## config.mk

```make
export PLATFORM = sky130hd
export DESIGN_NAME = mult6_scheduler
export DESIGN_NICKNAME = d
export VERILOG_FILES = /design/src/rtl/mult6_scheduler.sv
export SDC_FILE = /design/constraint.sdc
export NUM_CORES = 1
export LEC_CHECK = 0
export CAP_MARGIN = 20
export CORE_ASPECT_RATIO = 0.9
export CORE_MARGIN = 5
export CORE_UTILIZATION = 45
export DETAILED_ROUTE_END_ITERATION = 16
export GPL_ROUTABILITY_DRIVEN = 0
export PLACE_DENSITY = 0.7
export SETUP_SLACK_MARGIN = 0.02
export SLEW_MARGIN = 20
export SYNTH_ARGS = -nofsm -noshare
export SYNTH_HDL_FRONTEND = slang
export SYNTH_SLANG_ARGS = --single-unit
export TNS_END_PERCENT = 20
```

## constraint.sdc

```tcl
create_clock -name clk -period 8.3 [get_ports clk]
set_input_delay 0.83 -clock clk [delete_from_list [all_inputs] [get_ports clk]]
set_output_delay 0.83 -clock clk [all_outputs]
set_load 0.02 [all_outputs]
```

## src/rtl/mult6_scheduler.sv

```systemverilog
// Two-requester round-robin front end sharing one iterative shift-add multiplier.
// Ports: clk/rstn, req{0,1}_{valid,ready,a,b} in, res_{valid,ready,data,id} out, busy.
module mult6_scheduler #(
  parameter int W = 6
) (
  input  logic           clk,
  input  logic           rstn,
  input  logic           req0_valid,
  output logic           req0_ready,
  input  logic [W-1:0]   req0_a,
  input  logic [W-1:0]   req0_b,
  input  logic           req1_valid,
  output logic           req1_ready,
  input  logic [W-1:0]   req1_a,
  input  logic [W-1:0]   req1_b,
  output logic           res_valid,
  input  logic           res_ready,
  output logic [2*W-1:0] res_data,
  output logic           res_id,
  output logic           busy
);

  localparam int CW = (W > 1) ? $clog2(W) : 1;

  typedef enum logic [1:0] {
    IDLE,
    MUL,
    DONE
  } state_t;

  state_t         r_state;
  state_t         w_next;
  logic           r_last;
  logic [W-1:0]   r_a;
  logic [W-1:0]   r_b;
  logic           r_id;
  logic [CW-1:0]  r_cnt;
  logic [2*W-1:0] r_acc;
  logic [2*W-1:0] r_res_data;
  logic           r_res_id;

  logic           w_idle;
  logic           w_grant0;
  logic           w_grant1;
  logic           w_accept;
  logic           w_last_bit;
  logic [2*W-1:0] w_addend;
  logic [2*W-1:0] w_sum;

  // r_last is the requester served most recently; the other one wins a tie.
  assign w_grant0 = req0_valid & (~req1_valid | r_last);
  assign w_grant1 = req1_valid & (~req0_valid | ~r_last);

  // rstn gates ready so nothing looks accepted while reset is held.
  assign w_idle     = (r_state == IDLE) & rstn;
  assign req0_ready = w_idle & w_grant0;
  assign req1_ready = w_idle & w_grant1;
  assign w_accept   = req0_ready | req1_ready;

  assign w_last_bit = (r_cnt == CW'(W - 1));
  assign w_addend   = r_b[r_cnt] ? ({{W{1'b0}}, r_a} << r_cnt) : '0;
  assign w_sum      = r_acc + w_addend;

  assign res_valid = (r_state == DONE);
  assign busy      = (r_state != IDLE);
  assign res_data  = r_res_data;
  assign res_id    = r_res_id;

  always_comb begin
    w_next = r_state;
    unique case (1'b1)
      (r_state == IDLE): if (w_accept)   w_next = MUL;
      (r_state == MUL):  if (w_last_bit) w_next = DONE;
      (r_state == DONE): if (res_ready)  w_next = IDLE;
      default:                           w_next = IDLE;
    endcase
  end

  always_ff @(posedge clk or negedge rstn) begin
    if (!rstn) begin
      r_state    <= IDLE;
      r_last     <= 1'b1;
      r_a        <= '0;
      r_b        <= '0;
      r_id       <= 1'b0;
      r_cnt      <= '0;
      r_acc      <= '0;
      r_res_data <= '0;
      r_res_id   <= 1'b0;
    end else begin
      r_state <= w_next;
      if (w_accept) begin
        r_a    <= req1_ready ? req1_a : req0_a;
        r_b    <= req1_ready ? req1_b : req0_b;
        r_id   <= req1_ready;
        r_last <= req1_ready;
        r_acc  <= '0;
        r_cnt  <= '0;
      end
      if (r_state == MUL) begin
        r_acc <= w_sum;
        r_cnt <= r_cnt + CW'(1);
        // The published result only changes when a product completes.
        if (w_last_bit) begin
          r_res_data <= w_sum;
          r_res_id   <= r_id;
        end
      end
    end
  end

endmodule
```

* Word level (Yosys, flattened, before mapping)
Index checks and enable logic that the tools add are counted.
Cells by class: add/sub/neg operators 2, magnitude comparators 1, equality and inequality tests 6, shift operators 1, mux-type cells 13, bitwise logic cells 11, reductions and logical operators 5
Operators by type and width (number):
- $mux 12 | 3
- $add 12x12->12 | 1
- $mux 6 | 2
- $shl 6x3->12 | 1
- $mux 2 | 3
- $mux 3 | 2
- $pmux 2 s3 | 1
- $and 1x1->1 | 5
- $lt 3x4->1 const B | 1
- $ne 2x2->1 const B | 2
- $reduce_bool 2->1 | 2
- $add 3x1->3 const B | 1
- $bmux 1 s3 | 1
- $eq 3x3->1 const B | 1
- $not 1->1 | 3
- $or 1x1->1 | 3
- $reduce_and 3->1 | 1
- $eq 2x1->1 const B | 1
- $eq 2x2->1 const B | 1
- $logic_not 2->1 | 1
- $ne 2x1->1 const B | 1
- $reduce_and 2->1 | 1
- $mux 1 | 1
Storage, ports and cells: register bits after elaboration 44, input bits 29, output and inout port bits 17, word-level logic and storage cells 48

* Logic depth before layout (Yosys ltp)
Gate-level depths: netlist of the first run.
depth in word-level cells 7, mapped depth 13, mapped depth without buffers 11

* Least setup slack after synthesis of the first run
OpenSTA, ideal clock, no wires.
path type register to register, start point register r_cnt[0], end point register r_acc[10], setup time 0.122 ns, data arrival time 2.574 ns, setup slack 5.604 ns, cell stages (with the launch flop) 11, path buffers 1, period minus slack after synthesis 2.696 ns, cells stage by stage dfrtp_1 buf_6 mux4_2 nand2_2 or3_4 fa_1 nand2b_1 a21o_2 a21oi_1 o21ai_0 a32o_1
On the way: cells in the longest elaborated chain, start to end 5, elaborated cells on any way between the ends 6
Ends and longest elaborated chain:
- start, declared | RTL line 37 | logic [CW-1:0] r_cnt;
- start signal, assigned | RTL line 102 | r_cnt <= r_cnt + CW'(1);
- $bmux 1 s3 | RTL line 61 | assign w_addend = r_b[r_cnt] ? ({{W{1'b0}}, r_a} << r_cnt) : '0;
- $mux 1 (implied by the code) | RTL line 61
- $mux 12 * | RTL line 61
- $add 12x12->12 * | RTL line 62 | assign w_sum = r_acc + w_addend;
- $mux 12 * | RTL line 100 | if (r_state == MUL) begin
- end signal, assigned | RTL line 101 | r_acc <= w_sum;
- end, declared | RTL line 38 | logic [2*W-1:0] r_acc;
Every way passes the cells marked *; elsewhere a longest branch is shown, timed or not. The select of a mux whose other input is x is not followed. A chain may end at the register's enable or synchronous reset.

* Final worst setup path of the first run
start point input port rstn, end point output port req0_ready
On the way: cells in the longest elaborated chain, start to end 2
Ends and longest elaborated chain:
- start, declared | RTL line 7 | input logic rstn,
- $and 1x1->1 | RTL line 55 | assign w_idle = (r_state == IDLE) & rstn;
- $and 1x1->1 | RTL line 56 | assign req0_ready = w_idle & w_grant0;
- end, declared | RTL line 9 | output logic req0_ready,
Every way passes these cells.

==> results of run 1 <==
-- power groups by stage --
stage	registers, W	logic, W	clock network (W)
3_5_place_dp	0.000407	0.000658	0
5_1_grt	0.000419	0.000739	0.000147
2_1_floorplan	0.000396	0.000483	0
6_report	0.000404	0.000654	0.000131
3_3_place_gp	0.000405	0.000645	0
4_1_cts	0.000403	0.000661	0.000135
-- worst paths after layout --
kind	to	slack, ns	cells past startpoint
setup / recovery	req0_ready	4.67	4
hold reg to reg	r_last$_DFFE_PN1P_	0.48	2
setup reg to reg	r_acc[10]$_DFFE_PN0P_	5.05	9
max in group asynchronous	res_data[9]$_DFFE_PN0P_	7.38	1
hold / removal	r_last$_DFFE_PN1P_	0.48	2
min in group asynchronous	r_b[0]$_DFFE_PN0P_	0.53	1
-- metrics by stage --
stage               utilization [%]  area (um^2)  cells  hold WS (ns)
CTS                            55.9         3170    407         0.486
floorplan                         -         2610    296         0.440
finish                         56.0         3170    407         0.484
global route                   56.0         3170    407         0.507
detailed placement             54.4         3080    399         0.474
global placement               54.4         3080    399         0.466
-- flip-flops by register name, summed over array words and instances (netlist names) --
name / flops
r_acc: 12
r_id: 1
r_cnt: 3
r_state: 2
res_data: 12
r_a: 6
r_b: 6
r_last: 1
res_id: 1
-- synthesized netlist by cell type (all sizes together) (2+ instances only) --
library cell   n
nand2         67
dfrtp         43
nor2          27
o21ai         26
a31oi         14
a21oi         13
ha            13
inv           11
buf            7
mux2i          7
nand3          7
clkbuf         6
xor2           6
a21o           4
mux2           4
nand2b         4
xnor2          4
and2           3
o211ai         3
or3            3
a31o           2
nand4          2
nor4           2
o22ai          2
-- kinds of logic after synthesis --
logic type	Yosys count	synth area share [%]
muxes	12	5.28
buffers and inverters	24	4.08
DFF	44	42.3
and+or+nand+nor	118	19.4
xor gates and xnor gates	10	3.36
AOI/OAI and AO/OA	74	18.6
adders and majority gates	14	7.01
-- metal layers --
metal | vias up | track usage [%] | wire [um]
li1 | 1105 | - | -
met1 | 1040 | 21.5 | 2650
met2 | 31 | 27.5 | 2640
met3 | 7 | 2.81 | 164
met4 | 0 | 5.95 | 91
met5 | - | 0 | 0
-- critical path, stage by stage --
cell,delay (ns)
buf_4,0.46
o2111ai_2,0.50
inv_2,0.34
clkdlybuf4s50_1,0.66
-- cell type report --
| type | count | area [um^2] | area share, % |
|---|---|---|---|
| inverters | 11 | 41.3 | 1.30 |
| repair buffers | 46 | 455 | 14.4 |
| multi-input cells | 228 | 1400 | 44.1 |
| clock inverters | 2 | 12.5 | 0.395 |
| well taps | 70 | 87.6 | 2.76 |
| flip-flops and latches | 44 | 1100 | 34.8 |
| clock buffers | 6 | 72.6 | 2.29 |
==> summary.txt, run 1 <==
Outcome
  – Status: finished, final reports clean

STA
  – Final critical-path required period: 3.63 ns
  – Slew HR: 27.9%
  – Final hold vios: 0
  – Final period utilization: roughly 44%
  – RSZ-0062 raised after global routing: false
  – Clock skew after layout: around 0.012 ns
  – Final WS setup: between 4 and 5 ns
  – Setup violators final: 0
  – Fin. max-slew vios: 0
  – Achievable frequency: approximately 280 MHz
  – TNS Setup: 0 ns
  – Worst Tran Pin Value: 1.08 ns

Logic synthesis
  – Yosys top cell area share: 41.3%
  – Unique masters post-synth: 51
  – Sequential area share after synthesis: 42.3%
  – Synth area leader: dfrtp_1
  – Mapped Cells: 296
  – Post-Syn Nets: 339
  – Top cells by area, synth: dfrtp_1, nand2_1, ha_1, nor2_1, a31oi_1
  – #FFs+latches synth: 44
  – Mean Syn Cell Area: 8.80 um^2
  – Synth warnings: 0
  – Share of synthesized registers carrying an async set or reset: 100%
  – EDFF count, synth: 0
  – Mapped cell area: between 2000 and 3000 um^2
  – Top FF cell, synth: dfrtp_1

Floorplan
  – Site Rows: 26
  – IO Pins: 46
  – Die Height: 82.2 um
  – DIE WIDTH: 90.2 um
  – Die area: between 7000 and 8000 um^2
  – Starting Density: 46.0%
  – Area of the core: roughly 5700 um^2

Pwr
  – Clock network fraction of design power: 11.0%
  – Total power: 0.00119 W
  – Leak: about 1.4 nW
  – Switching power: 0.000532 W
  – Pint: 0.000657 W
  – Switching part of the total: 44.8%
  – Comb pwr share: 55.0%
  – Reg power frac: about a third
  – Power Density: 375 nW/um^2
  – Max IR drop VDD: 227 uV

Drt
  – DR iter-0 viols: roughly 110
  – Drt via density: 5.36
  – DRT Wirelength: 5540 um
  – DRC: 0
  – Average wire per standard cell: around 14 um
  – Post-route ant nets: 0
  – DR vias: between 2000 and 2500
  – Drt first pass iters: 4

Clock tree
  – CTS max path bufs: 2
  – Clock tree sinks: between 40 and 50
  – Clk Latency, worst-skew pair: 0.30 ns
  – Post-CTS sizing: 0
  – Hold buffer count at cts: 0
  – CTS H-tree depth: 2
  – CTS tree: done
  – Root Driver: clkbuf_8
  – CTS Buf Count: 5
  – Worst-path clk slew: 0.08 ns
  – # Post-CTS Setup Buffers: 0

Global route
  – First-pass GRT wire length: between 9000 and 10000 um
  – Remaining global-route overflow: 0
  – Initial antenna violation count: 0
  – GRT Util Overall: between 15 and 20%
  – Vias in the first global route: 2161
  – Pin count of the biggest net entering global routing: 48

Worst setup path
  – Crit Path Class: in2out
  – Startpoint types: input port
  – Worst EP required: 7.47 ns
  – Reg-to-Reg Start: r_cnt[0]$_DFFE_PN0P_
  – Crit. Startpoint: rstn
  – Maximum fanout along the worst path: 47
  – Worst Path Arrival: 2.80 ns
  – Crit. End Element: output pin

Finish
  – Antenna diode count: 0
  – Layout cells sized above 1: 7.72%
  – Most frequent cells in the layout: nand2_1, clkdlybuf4s50_1, dfrtp_1
  – P&R area growth vs syn: 21.6%
  – # fillers: ~550
  – Final nets: 379
  – Commonest non-fill, non-tap cell in the layout: nand2_1

Placed design
  – IO buf count: 45
  – Pre-CTS setup slack: 4.13 ns
  – Placed wire-length estimate: 4160 um

Worst hold path
  – Hold Crit Class: reg2reg
  – Hold_sp: r_last$_DFFE_PN1P_

Job
  – Max-cap violations: 0
(Power assumes the default switching activity.)
==> inputs of run 2 (changes only) <==
- PLACE_DENSITY: 0.7 -> 0.73
- clock period: 8.3 -> 3.1 ns (I/O delays scaled with it)
==> run 2 against run 1 <==
Effect of this change: worst setup slack worse by 4.4 ns; register-to-register slack worse by 4.7 ns; critical path depth up 7; via count down 1.2%; clock-buffer cell count unchanged; utilization up 0.75 points; cell count up 1.5%; first-iteration DRC count down 10%; design area up 1.3%; largest power group unchanged; highest routed layer unchanged.
==> summary.txt, run 2 (synthesis gave the netlist of run 1 again) <==
Outcome
  – Status: finished, final reports clean

Global route
  – Initial antenna violation count: 0 (unchanged)
  – Remaining global-route overflow: 0 (unchanged)
  – First-pass GRT wire length: 9890 um (-0.35%)
  – Vias in the first global route: 2097 (-3.0%)
  – Pin count of the biggest net entering global routing: 30 (-38%)
  – GRT Util Overall: 16.3% (-0.039 points)

STA
  – Slew HR: 62.0% (+34 points)
  – RSZ-0062 raised after global routing: false
  – TNS Setup: 0 ns (unchanged)
  – Setup violators final: 0 (unchanged)
  – Hold WS: 0.0379 ns (-0.446 ns)
  – Final WS setup: 0.301 ns (-4.37 ns)
  – Worst Tran Pin Value: 0.570 ns (-0.508 ns)
  – Final period utilization: 90.3%
  – Fin. max-slew vios: 0 (unchanged)
  – Final critical-path required period: 2.80 ns
  – Achievable frequency: ~360 MHz
  – Clock skew after layout: 0.00661 ns (-0.00571 ns)
  – Final hold vios: 0 (unchanged)

Clock tree
  – Clk Latency, worst-skew pair: 0.29 ns (about the same)
  – Clock tree sinks: 44 (unchanged)
  – CTS max path bufs: 2 (unchanged)
  – Post-CTS sizing: 0 (unchanged)
  – CTS H-tree depth: 2 (unchanged)
  – # Post-CTS Setup Buffers: 0 (unchanged)
  – Root Driver: clkbuf_8
  – CTS Buf Count: 5 (unchanged)
  – Hold buffer count at cts: 0 (unchanged)
  – CTS tree: done
  – Worst-path clk slew: 0.08 ns (about the same)

Finish
  – Final Core Density: 56.7% (+0.75 points)
  – Antenna diode count: 0 (unchanged)
  – Layout cells sized above 1: 9.33% (+1.6 points)
  – Most frequent cells in the layout: nand2_1, clkdlybuf4s50_1, dfrtp_1
  – P&R area growth vs syn: 23.2%
  – Commonest non-fill, non-tap cell in the layout: nand2_1
  – Final nets: 386 (+1.8%)

Worst setup path
  – Critical path's top delay family: compound AO/OA/AOI/OAI gates
  – Slowest cell on crit path: dfrtp_1
  – Maximum fanout along the worst path: 5 (-89%)
  – CP max stage delay: 0.43 ns (-0.23 ns)
  – Ordered cell list for the critical path: mux4_2 > nand2_2 > nor2_1 > ha_1 > inv_1 > fa_1 > nand2b_1 > a21o_2 > a21oi_1 > o21ai_0 > a32o_1
  – Worst EP required: 3.29 ns (-4.18 ns)
  – Crit Path Class: reg2reg
  – Crit. End Element: flip-flop
  – WP buf/inv: 1 (-2)
  – Worst Path Arrival: 2.99 ns (+0.19 ns)
  – Startpoint types: flip-flop

Floorplan
  – IO Pins: 46 (unchanged)
  – Starting Density: 46.0% (unchanged)
  – Die area: 7410 um^2 (unchanged)
  – Site Rows: 26 (unchanged)
  – Die Height: 82.2 um (unchanged)
  – DIE WIDTH: 90.2 um (unchanged)
  – Area of the core: 5660 um^2 (unchanged)

Drt
  – Post-route ant nets: 0 (unchanged)
  – DR iter-0 viols: 98 (-10%)
  – Drt via density: 5.22 (-2.7%)
  – DRT Wirelength: 5700 um (+2.8%)
  – DRC: 0 (unchanged)
  – Drt first pass iters: 4 (unchanged)
  – Average wire per standard cell: 13.8 um (+1.3%)
  – DR vias: 2156 (-1.2%)

Pwr
  – Max IR drop VDD: 449 uV (+97%)
  – Leak: 1.45 nW (+2.3%)
  – Power Density: 1000 nW/um^2 (+170%)
  – Total power: 0.00321 W (+170%)

Placed design
  – IO buf count: 45 (unchanged)
  – Pre-CTS setup slack: 0.283 ns (-3.85 ns)
  – Placed wire-length estimate: 4530 um (+8.8%)

Worst hold path
  – Hold Crit Class: in2async

Job
  – Max-cap violations: 0 (unchanged)
-- run 2: changes by cell type in the layout (fill, tap and decap cells not counted) --
cell        before  now
buf_2            0    1
buf_4            2    8
clkinvlp_4       1    0
-- run 2: layout make-up --
| type | count | area [um^2] |
|---|---|---|
| Fill cell | 511 | 2450 |
| Multi-Input combinational cell | 228 | 1400 |
| Sequential cell | 44 | 1100 |
| Timing Repair Buffer | 53 | 505 |
| Tap cell | 70 | 87.6 |
| Clock buffer | 6 | 72.6 |
| Inverter | 11 | 41.3 |
| Clock inverter | 1 | 5.00 |
-- run 2: report_power, final --
part	total, W	internal, W	switching [W]
clock network	0.000337	0.000153	0.000184
registers	0.00103	0.000835	0.000192
logic	0.00185	0.000798	0.00105
total	0.00321	0.00179	0.00143
-- run 2: routing by layer --
layer  vias up  share of wire, %  track usage, %
met2        58                45            26.9
met1       973                48            22.1
li1       1117                 -               -
met4         0               1.0            4.46
met5         -                 0               0
met3         8               5.9            3.35
-- run 2: path summary, 6_finish.rpt --
check / start / end / slack [ns] / depth (start not counted)
max in group asynchronous: rstn / r_last$_DFFE_PN1P_ / 2.70 / 2
worst min-delay path: rstn / res_data[11]$_DFFE_PN0P_ / 0.04 / 2
min in group clk: r_last$_DFFE_PN1P_ / r_last$_DFFE_PN1P_ / 0.48 / 2
worst max register to register: r_cnt[0]$_DFFE_PN0P_ / r_acc[10]$_DFFE_PN0P_ / 0.30 / 11
worst max-delay path: r_cnt[0]$_DFFE_PN0P_ / r_acc[10]$_DFFE_PN0P_ / 0.30 / 11
worst min register to register: r_last$_DFFE_PN1P_ / r_last$_DFFE_PN1P_ / 0.48 / 2
-- run 2: metrics by stage --
step | area [um^2] | cells
after floorplan | 2610 | 296
after global placement | 3130 | 406
after detailed placement | 3130 | 406
after CTS | 3210 | 413
after global routing | 3210 | 413
final | 3210 | 413
-- run 2: worst register-to-register path, stage by stage, from the launching register on --
cell and delay (ns):
dfrtp_1 0.43, mux4_2 0.36, nand2_2 0.08, nor2_1 0.14, ha_1 0.26, inv_1 0.08, fa_1 0.40, nand2b_1 0.18
a21o_2 0.21, a21oi_1 0.15, o21ai_0 0.14, a32o_1 0.26
==> inputs of run 3 (changes only) <==
- CTS_CLUSTER_SIZE: not set -> 25
- SLEW_MARGIN: 20 -> not set
==> results of run 3 <==
Same layout as run 2: the final DEF is identical, and so are final timing and power.
